--- config.mk ---
export PLATFORM = sky130hd
export DESIGN_NAME = instr_encoder
export DESIGN_NICKNAME = d
export VERILOG_FILES = /design/src/rtl/instr_encoder.sv
export SDC_FILE = /design/constraint.sdc
export NUM_CORES = 1
export LEC_CHECK = 0
export ABC_AREA = 1
export BUFFER_PORTS_ARGS = -buffer_cell sky130_fd_sc_hd__buf_2
export CAP_MARGIN = 20
export CORE_ASPECT_RATIO = 1.75
export CORE_MARGIN = 3
export CORE_UTILIZATION = 52
export CTS_BUF_LIST = sky130_fd_sc_hd__clkbuf_8
export DETAILED_ROUTE_END_ITERATION = 6
export GPL_TIMING_DRIVEN = 0
export PLACE_DENSITY = 0.78
export SLEW_MARGIN = 30
export SYNTH_ARGS = -nofsm -noshare
export SYNTH_HDL_FRONTEND = slang
export SYNTH_SLANG_ARGS = --single-unit
export TNS_END_PERCENT = 100
--- constraint.sdc ---
create_clock -name clk -period 1.8 [get_ports clk]
set_clock_uncertainty 0.05 [all_clocks]
set_input_delay 0.36 -clock clk [delete_from_list [all_inputs] [get_ports clk]]
set_output_delay 0.36 -clock clk [all_outputs]
set_load 0.005 [all_outputs]
--- src/rtl/instr_encoder.sv ---
// Field-bundle to 32-bit instruction encoder with an output FIFO and a word-address
// counter for an instruction-memory writer. Illegal ops are consumed, counted and flagged.
module instr_encoder #(
  parameter int ADDR_W     = 8,
  parameter int FIFO_DEPTH = 4
) (
  input  logic              clk,
  input  logic              rst,
  input  logic              in_valid,
  output logic              in_ready,
  input  logic [1:0]        in_op,
  input  logic [3:0]        in_rs1,
  input  logic [3:0]        in_rs2,
  input  logic [3:0]        in_rd,
  input  logic              restart,
  output logic              out_valid,
  input  logic              out_ready,
  output logic [31:0]       out_instr,
  output logic [ADDR_W-1:0] out_addr,
  output logic [7:0]        illegal_cnt,
  output logic              err
);

  localparam int PTR_W = (FIFO_DEPTH > 1) ? $clog2(FIFO_DEPTH) : 1;
  localparam int CNT_W = PTR_W + 1;
  localparam logic [CNT_W-1:0] FULL_CNT = CNT_W'(FIFO_DEPTH);

  localparam logic [1:0] OP_NOP = 2'b00;
  localparam logic [1:0] OP_ADD = 2'b01;
  localparam logic [1:0] OP_SUB = 2'b10;

  localparam logic [3:0] OPC_ADD = 4'h2;
  localparam logic [3:0] OPC_SUB = 4'h4;

  // Handshakes: a transfer happens on a rising edge where valid && ready; valid never
  // waits on ready, and in_ready depends only on FIFO occupancy (not on out_ready).

  logic [31:0]       mem [FIFO_DEPTH];
  logic [PTR_W-1:0]  wr_ptr;
  logic [PTR_W-1:0]  rd_ptr;
  logic [CNT_W-1:0]  count;
  logic [ADDR_W-1:0] addr_q;
  logic [31:0]       enc_word;
  logic              fifo_full;
  logic              fifo_empty;
  logic              accept;
  logic              is_illegal;
  logic              push;
  logic              pop;

  assign fifo_full  = (count == FULL_CNT);
  assign fifo_empty = (count == '0);
  assign in_ready   = !fifo_full;
  assign out_valid  = !fifo_empty;
  assign accept     = in_valid && in_ready;
  assign is_illegal = (in_op == 2'b11);
  assign push       = accept && !is_illegal;
  assign pop        = out_valid && out_ready;

  always_comb begin
    enc_word = 32'h0;
    unique case (in_op)
      OP_ADD:  enc_word = {OPC_ADD, in_rs1, in_rs2, in_rd, 16'h0};
      OP_SUB:  enc_word = {OPC_SUB, in_rs1, in_rs2, in_rd, 16'h0};
      OP_NOP:  enc_word = 32'h0;
      default: enc_word = 32'h0;
    endcase
  end

  // Storage is not reset; the empty FIFO masks the head so out_instr reads 0.
  always_ff @(posedge clk) begin
    if (push) mem[wr_ptr] <= enc_word;
  end

  always_ff @(posedge clk) begin
    if (rst) begin
      wr_ptr <= '0;
      rd_ptr <= '0;
      count  <= '0;
    end else begin
      if (push) wr_ptr <= wr_ptr + 1'b1;
      if (pop)  rd_ptr <= rd_ptr + 1'b1;
      unique case ({push, pop})
        2'b10:   count <= count + 1'b1;
        2'b01:   count <= count - 1'b1;
        default: count <= count;
      endcase
    end
  end

  // Restart wins over a coincident handshake; the counter wraps silently.
  always_ff @(posedge clk) begin
    if (rst || restart) addr_q <= '0;
    else if (pop)       addr_q <= addr_q + 1'b1;
  end

  always_ff @(posedge clk) begin
    if (rst) begin
      illegal_cnt <= 8'h0;
      err         <= 1'b0;
    end else if (accept && is_illegal) begin
      if (illegal_cnt != 8'hFF) illegal_cnt <= illegal_cnt + 8'h1;
      err <= 1'b1;
    end
  end

  assign out_instr = fifo_empty ? 32'h0 : mem[rd_ptr];
  assign out_addr  = addr_q;

endmodule

-- Word-level counts from Yosys, hierarchy flattened
Memories as Yosys holds them, arrays and structs flattened. A register that Yosys moved wholly into a read port is not among the register bits.
Index checks and enable logic that the tools add are counted.
- order comparisons: 0
- divide/modulo/power cells: 0
- $add $sub $neg: 6
- multiply operators: 0
- bitwise logic cells: 0
- reductions and logical operators: 11
- shift operators: 0
- equality and inequality tests: 7
- multiplexer cells: 7
- operators with widths (cell ; count):
    case mux 31 bit (2 select lines) ; 1
    2-to-1 mux 32 bit ; 1
    adder 8 x 1 -> 8 bit (second input constant) ; 2
    inequality test 8 bit (second input constant) ; 1
    == test 2 bit (second input constant) ; 3
    case mux 3 bit (2 select lines) ; 1
    adder 2 x 1 -> 2 bit (second input constant) ; 2
    == test 2 x 1 -> 1 bit (second input constant) ; 2
    logical AND 1 bit ; 4
    2-to-1 mux 2 bit ; 2
    adder 3 x 1 -> 3 bit (second input constant) ; 1
    == test 3 bit (second input constant) ; 1
    zero test 1 bit ; 3
    zero test 3 bit ; 1
    subtractor 3 x 1 -> 3 bit (second input constant) ; 1
    2-to-1 mux 1 bit ; 2
    AND reduction 2 bit ; 1
    nonzero test 2 bit ; 1
    logical OR 1 bit ; 1
- memories kept: 1
- bits of input ports: 19
- register bits after elaboration: 24
- output and inout port bits: 51
- bits in latches: 0
- logic and storage cells: 38
- RAM bits: 124
- ROM bits: 0
- memories (name ; depth ; bits a word ; read ports ; clocked after memory_dff ; wr ports ; RTL line ; text):
    mem ; 4 ; 31 ; 1 ; 1 ; 1 ; 38 ; logic [31:0] mem [FIFO_DEPTH];

-- Longest topological paths before layout
- depth after elaboration: 6
- gate-level depth with buffers: 10
- gate-level depth less buffers: 10

-- Worst setup path after synthesis
OpenSTA, ideal clock, no wires.
- kind: in2reg
- from: input port in_op[0]
- to: register count[2]
- path buffers: 0
- slack: -148 ps
- stages: 10
- library setup time: 70 ps
- arrival: 1829 ps
- data required time: 1680 ps
- path through: ha_1 > inv_1 > nand3_2 > ha_1 > inv_1 > fa_1 > or2_2 > nand2_1 > o21ai_0 > a21oi_1
- word-level cells in the longest chain between the ends: 5
- elaborated cells between the ends (all ways): 7
- classes of those cells: eq/ne (3); mux (1); reduce/logical (3)
- ends and longest elaborated chain (what ; RTL line ; text):
    start, declared ; 11 ; input logic [1:0] in_op,
    == test 2 bit * ; 56 ; assign is_illegal = (in_op == 2'b11);
    zero test 1 bit * ; 57 ; assign push = accept && !is_illegal;
    logical AND 1 bit * ; 57 ;
    == test 2 x 1 -> 1 bit or == test 2 bit (tied branches) ; 83 ; unique case ({push, pop})
    case mux 3 bit (2 select lines) or nonzero test 2 bit (tied branches) ; - ;
    end signal, assigned ; 84 ; 2'b10: count <= count + 1'b1;
    end signal, assigned ; 85 ; 2'b01: count <= count - 1'b1;
    end signal, assigned ; 86 ; default: count <= count;
    end, declared ; 41 ; logic [CNT_W-1:0] count;
Every way passes the cells marked *; elsewhere a longest branch is shown, timed or not.
A chain may end at the register's enable or synchronous reset.

==> results_tabular.tex <==
\begin{tabular}{lr}
\hline
Metric & Value \\
\hline
\multicolumn{2}{l}{\textbf{Status}} \\
Violations in the final reports & negative setup slack \\
Result of the run & complete, but fails checks \\
\multicolumn{2}{l}{\textbf{Die}} \\
Die height & 121 um \\
Area of the die & 8630 sq um \\
Effective utilization at floorplan & approximately 54\% \\
Boundary Pins & 70 \\
FP Rows & roughly 40 \\
Area of the core region & about 7300 sq um \\
Chip Width & $\sim$72 um \\
\multicolumn{2}{l}{\textbf{Synth}} \\
Leading cell type by number of instances after synthesis & sky130\_fd\_sc\_hd\_\_nor2\_1 \\
Number of synthesis warnings & 0 \\
Cell types with the largest area share after synthesis & sky130\_fd\_sc\_hd\_\_edfxtp\_1 (43\%), sky130\_fd\_sc\_hd\_\_dfxtp\_1 (13\%), sky130\_fd\_sc\_hd\_\_nor2\_1 (10\%) \\
Most frequent cells after synthesis & sky130\_fd\_sc\_hd\_\_nor2\_1 (104), sky130\_fd\_sc\_hd\_\_edfxtp\_1 (56), sky130\_fd\_sc\_hd\_\_nand2\_1 (49) \\
Most used flip-flop cell after synthesis & sky130\_fd\_sc\_hd\_\_edfxtp\_1 \\
Share of flip-flops with an asynchronous set or reset after synthesis & 0\% \\
Sequential share of the synthesized area & 56.3\% \\
Share of the synthesized area in the top cell type & a little over two fifths \\
Number of flops mapped to enable cells by yosys & 56 \\
Synth cell types & 32 \\
Top cell type by total area after synthesis & sky130\_fd\_sc\_hd\_\_edfxtp\_1 \\
Syn Inst Count & between 400 and 500 \\
Post-Syn Area & 3910 sq um \\
Average footprint of a synthesized cell & just over 9 sq um \\
Synthesized flop and latch total & 82 \\
\multicolumn{2}{l}{\textbf{Clock tree}} \\
Root buf cell & sky130\_fd\_sc\_hd\_\_clkbuf\_8 \\
Longest Clk Path Bufs & 2 \\
Clock tree from TritonCTS & built \\
H-tree lvl count & 3 \\
Clock latency at the later pin of the worst-skew pair & 350 ps \\
Clock transition at the register clock pins on the worst setup and hold paths after CTS & about 80 ps \\
Clock Sinks & between 80 and 90 \\
Number of CTS-inserted buffers & 9 \\
Post-cts hold buffer count & 0 \\
\multicolumn{2}{l}{\textbf{Critical path}} \\
Worst endpoint data arrival time & around 1500 ps \\
Req. time, crit path & around 1400 ps \\
Element type at the critical path end & primary output \\
Critical path startpoint category & register \\
Worst Path Max Fanout & 7 \\
Worst reg-to-reg setup slack & -40 ps \\
Class of the most critical setup path & register to primary output \\
\multicolumn{2}{l}{\textbf{Layout}} \\
Number of nets in the layout & 543 \\
Combined flip-flop and latch cell area & $\sim$2200 sq um \\
Area growth from synthesis to layout & 23.1\% \\
Filler cell count in the final layout & slightly below 600 \\
Fraction of layout cells with a size suffix above 1 & between 20 and 30\% \\
Area of the multi-input gates & around 1500 sq um \\
Final antenna diode count & 0 \\
\multicolumn{2}{l}{\textbf{Global route}} \\
Number of global-route vias before repair & 2,888 \\
Global routing usage summed across all routing layers & 19.8\% \\
First-pass GRT wire length & approximately 13,000 um \\
Pin count of the biggest net entering global routing & 15 \\
Global route overflow & 0 \\
Number of antenna violations at the first check in global routing & 0 \\
\multicolumn{2}{l}{\textbf{Timing}} \\
Max Clk Rate & 527 MHz \\
Min setup slack post-route & -99.3 ps \\
Worst hold slack & roughly 170 ps \\
Unrepaired setup endpoints after global routing & yes \\
Count of endpoints failing hold in the final timing report & 0 \\
Final period util & 106\% \\
Max-slew violation total from the final report & 0 \\
Final setup viols & 15 \\
Shortest period the worst path allows & approximately 1900 ps \\
Aggregate negative setup slack & -860 ps \\
\multicolumn{2}{l}{\textbf{Drt}} \\
Detail-routed net length per standard cell & 13.5 um \\
Number of antenna-violating nets in the routed design & 0 \\
Initial detailed-routing violation count & about 310 \\
Vias & around 3,000 \\
DR pass1 iterations & 5 \\
Drc violations & 0 \\
Ratio of routed vias to standard cells & about 4.9 \\
Final routed wirelength across all metal layers & 8130 um \\
\multicolumn{2}{l}{\textbf{Power}} \\
Power per cell area & between 1000 and 1500 nW/um\^{}2 \\
Switching share of total power & approximately a third \\
Share of total power in sequential cells & about two fifths \\
Clock power share & a little under a quarter \\
Net load switching power & around 1800 uW \\
Relative contribution of combinational cells to total power & 34.4\% \\
Worst IR Drop VDD & approximately 0.73 mV \\
P\_int & $\sim$3700 uW \\
LEAKAGE & approximately 0.0021 uW \\
\multicolumn{2}{l}{\textbf{Job}} \\
\# Max-Cap Violations & 0 \\
\multicolumn{2}{l}{\textbf{Place}} \\
Number of buffers added on ports & between 50 and 60 \\
Detail Placement HPWL & $\sim$5700 um \\
Pre-CTS WS & -263 ps \\
RePlAce Congestion & 0.803 \\
\multicolumn{2}{l}{\textbf{Worst hold path}} \\
Worst min-delay path category & primary input to register \\
\hline
\end{tabular}
-- sequential cells by signal, indices dropped and copies added, names as in the netlist, named ones only --
signal,flops
out_addr,8
wr_ptr,2
count,3
rd_ptr,2
illegal_cnt,8
err,1
mem,56
-- power groups by stage --
stage	logic [uW]	registers, uW	clock network (uW)
after global routing	2090	2310	1400
final	1890	2290	1310
after CTS	1780	2300	1330
after floorplan	1020	2310	0
after detailed placement	1550	2330	0
after global placement	1500	2320	0
-- worst paths after layout --
check | from | endpoint | depth (start not counted)
setup / recovery | register | out_instr[16] | 7
hold / removal | rst | count[1]$_SDFFE_PP0P_ | 2
setup reg to reg | count[1]$_SDFFE_PP0P_ | count[2]$_SDFFE_PP0P_ | 10
hold reg to reg | rd_ptr[1]$_SDFFE_PP0P_ | register | 2
-- logic make-up (layout without fill, tap and decap cells) --
group,count (synthesis),count (layout),share of synthesized area (%)
simple gates,173,173,18.9
flops,82,82,56.3
buf+inv,80,159,10.2
compound gates,69,69,9.67
fa+ha+maj,13,13,4.35
xor+xnor,2,2,0.448
other cells,1,18,0.0959
-- per-layer routing --
layer	part of all wire (%)	wire length [um]	vias to the layer above	global-route usage (%)
met5	0	0	-	0
met4	0.80	65	0	8.12
met3	4.1	333	4	4.33
met2	60	4890	74	38.2
met1	35	2840	1379	19.6
li1	-	-	1502	-
-- final cells by class --
cell class	instances	area share, %
clock inverters	7	1.46
clock buffers	9	2.57
flip-flops and latches	82	46.0
well taps	86	2.24
inverters	51	4.03
plain buffers	29	5.25
multi-input cells	275	30.7
repair buffers	63	7.77
-- worst max-delay path, stage by stage (launching register included) --
cell and delay (ps):
sky130_fd_sc_hd__dfxtp_2 350, sky130_fd_sc_hd__buf_6 120, sky130_fd_sc_hd__buf_6 140, sky130_fd_sc_hd__nor2_1 60, sky130_fd_sc_hd__nor2_1 70, sky130_fd_sc_hd__o21ai_0 80
sky130_fd_sc_hd__a21oi_1 190, sky130_fd_sc_hd__buf_2 140
-- layout by cell type, fill, tap and decap left out, drive strengths merged, types with 12 or more instances in the layout --
master  synthesis  routed
nor2          108     108
buf            25      88
edfxtp         56      56
inv            51      53
nand2          51      51
o21ai          39      39
a21oi          26      26
dfxtp          26      26
conb            1      18
clkbuf          4      13
ha             12      12
-- what timing repair did --
| item | 4_1_cts | 5_1_grt |
|---|---|---|
| buffers inserted | 8 | 4 |
| pin swaps | 10 | 10 |
| setup endpoints to repair | 30 | 56 |
| resized for setup | 31 | 18 |
-- stage by stage --
stage,total power (uW),cells,instance area (sq um),util [%]
6_report,5490,602,4810,66.1
5_1_grt,5810,602,4810,66.1
4_1_cts,5410,598,4720,64.8
3_5_place_dp,3880,574,4390,60.2
3_3_place_gp,3820,574,4380,60.1
2_1_floorplan,3330,437,4010,-
Power figures use the tool's default switching activity.
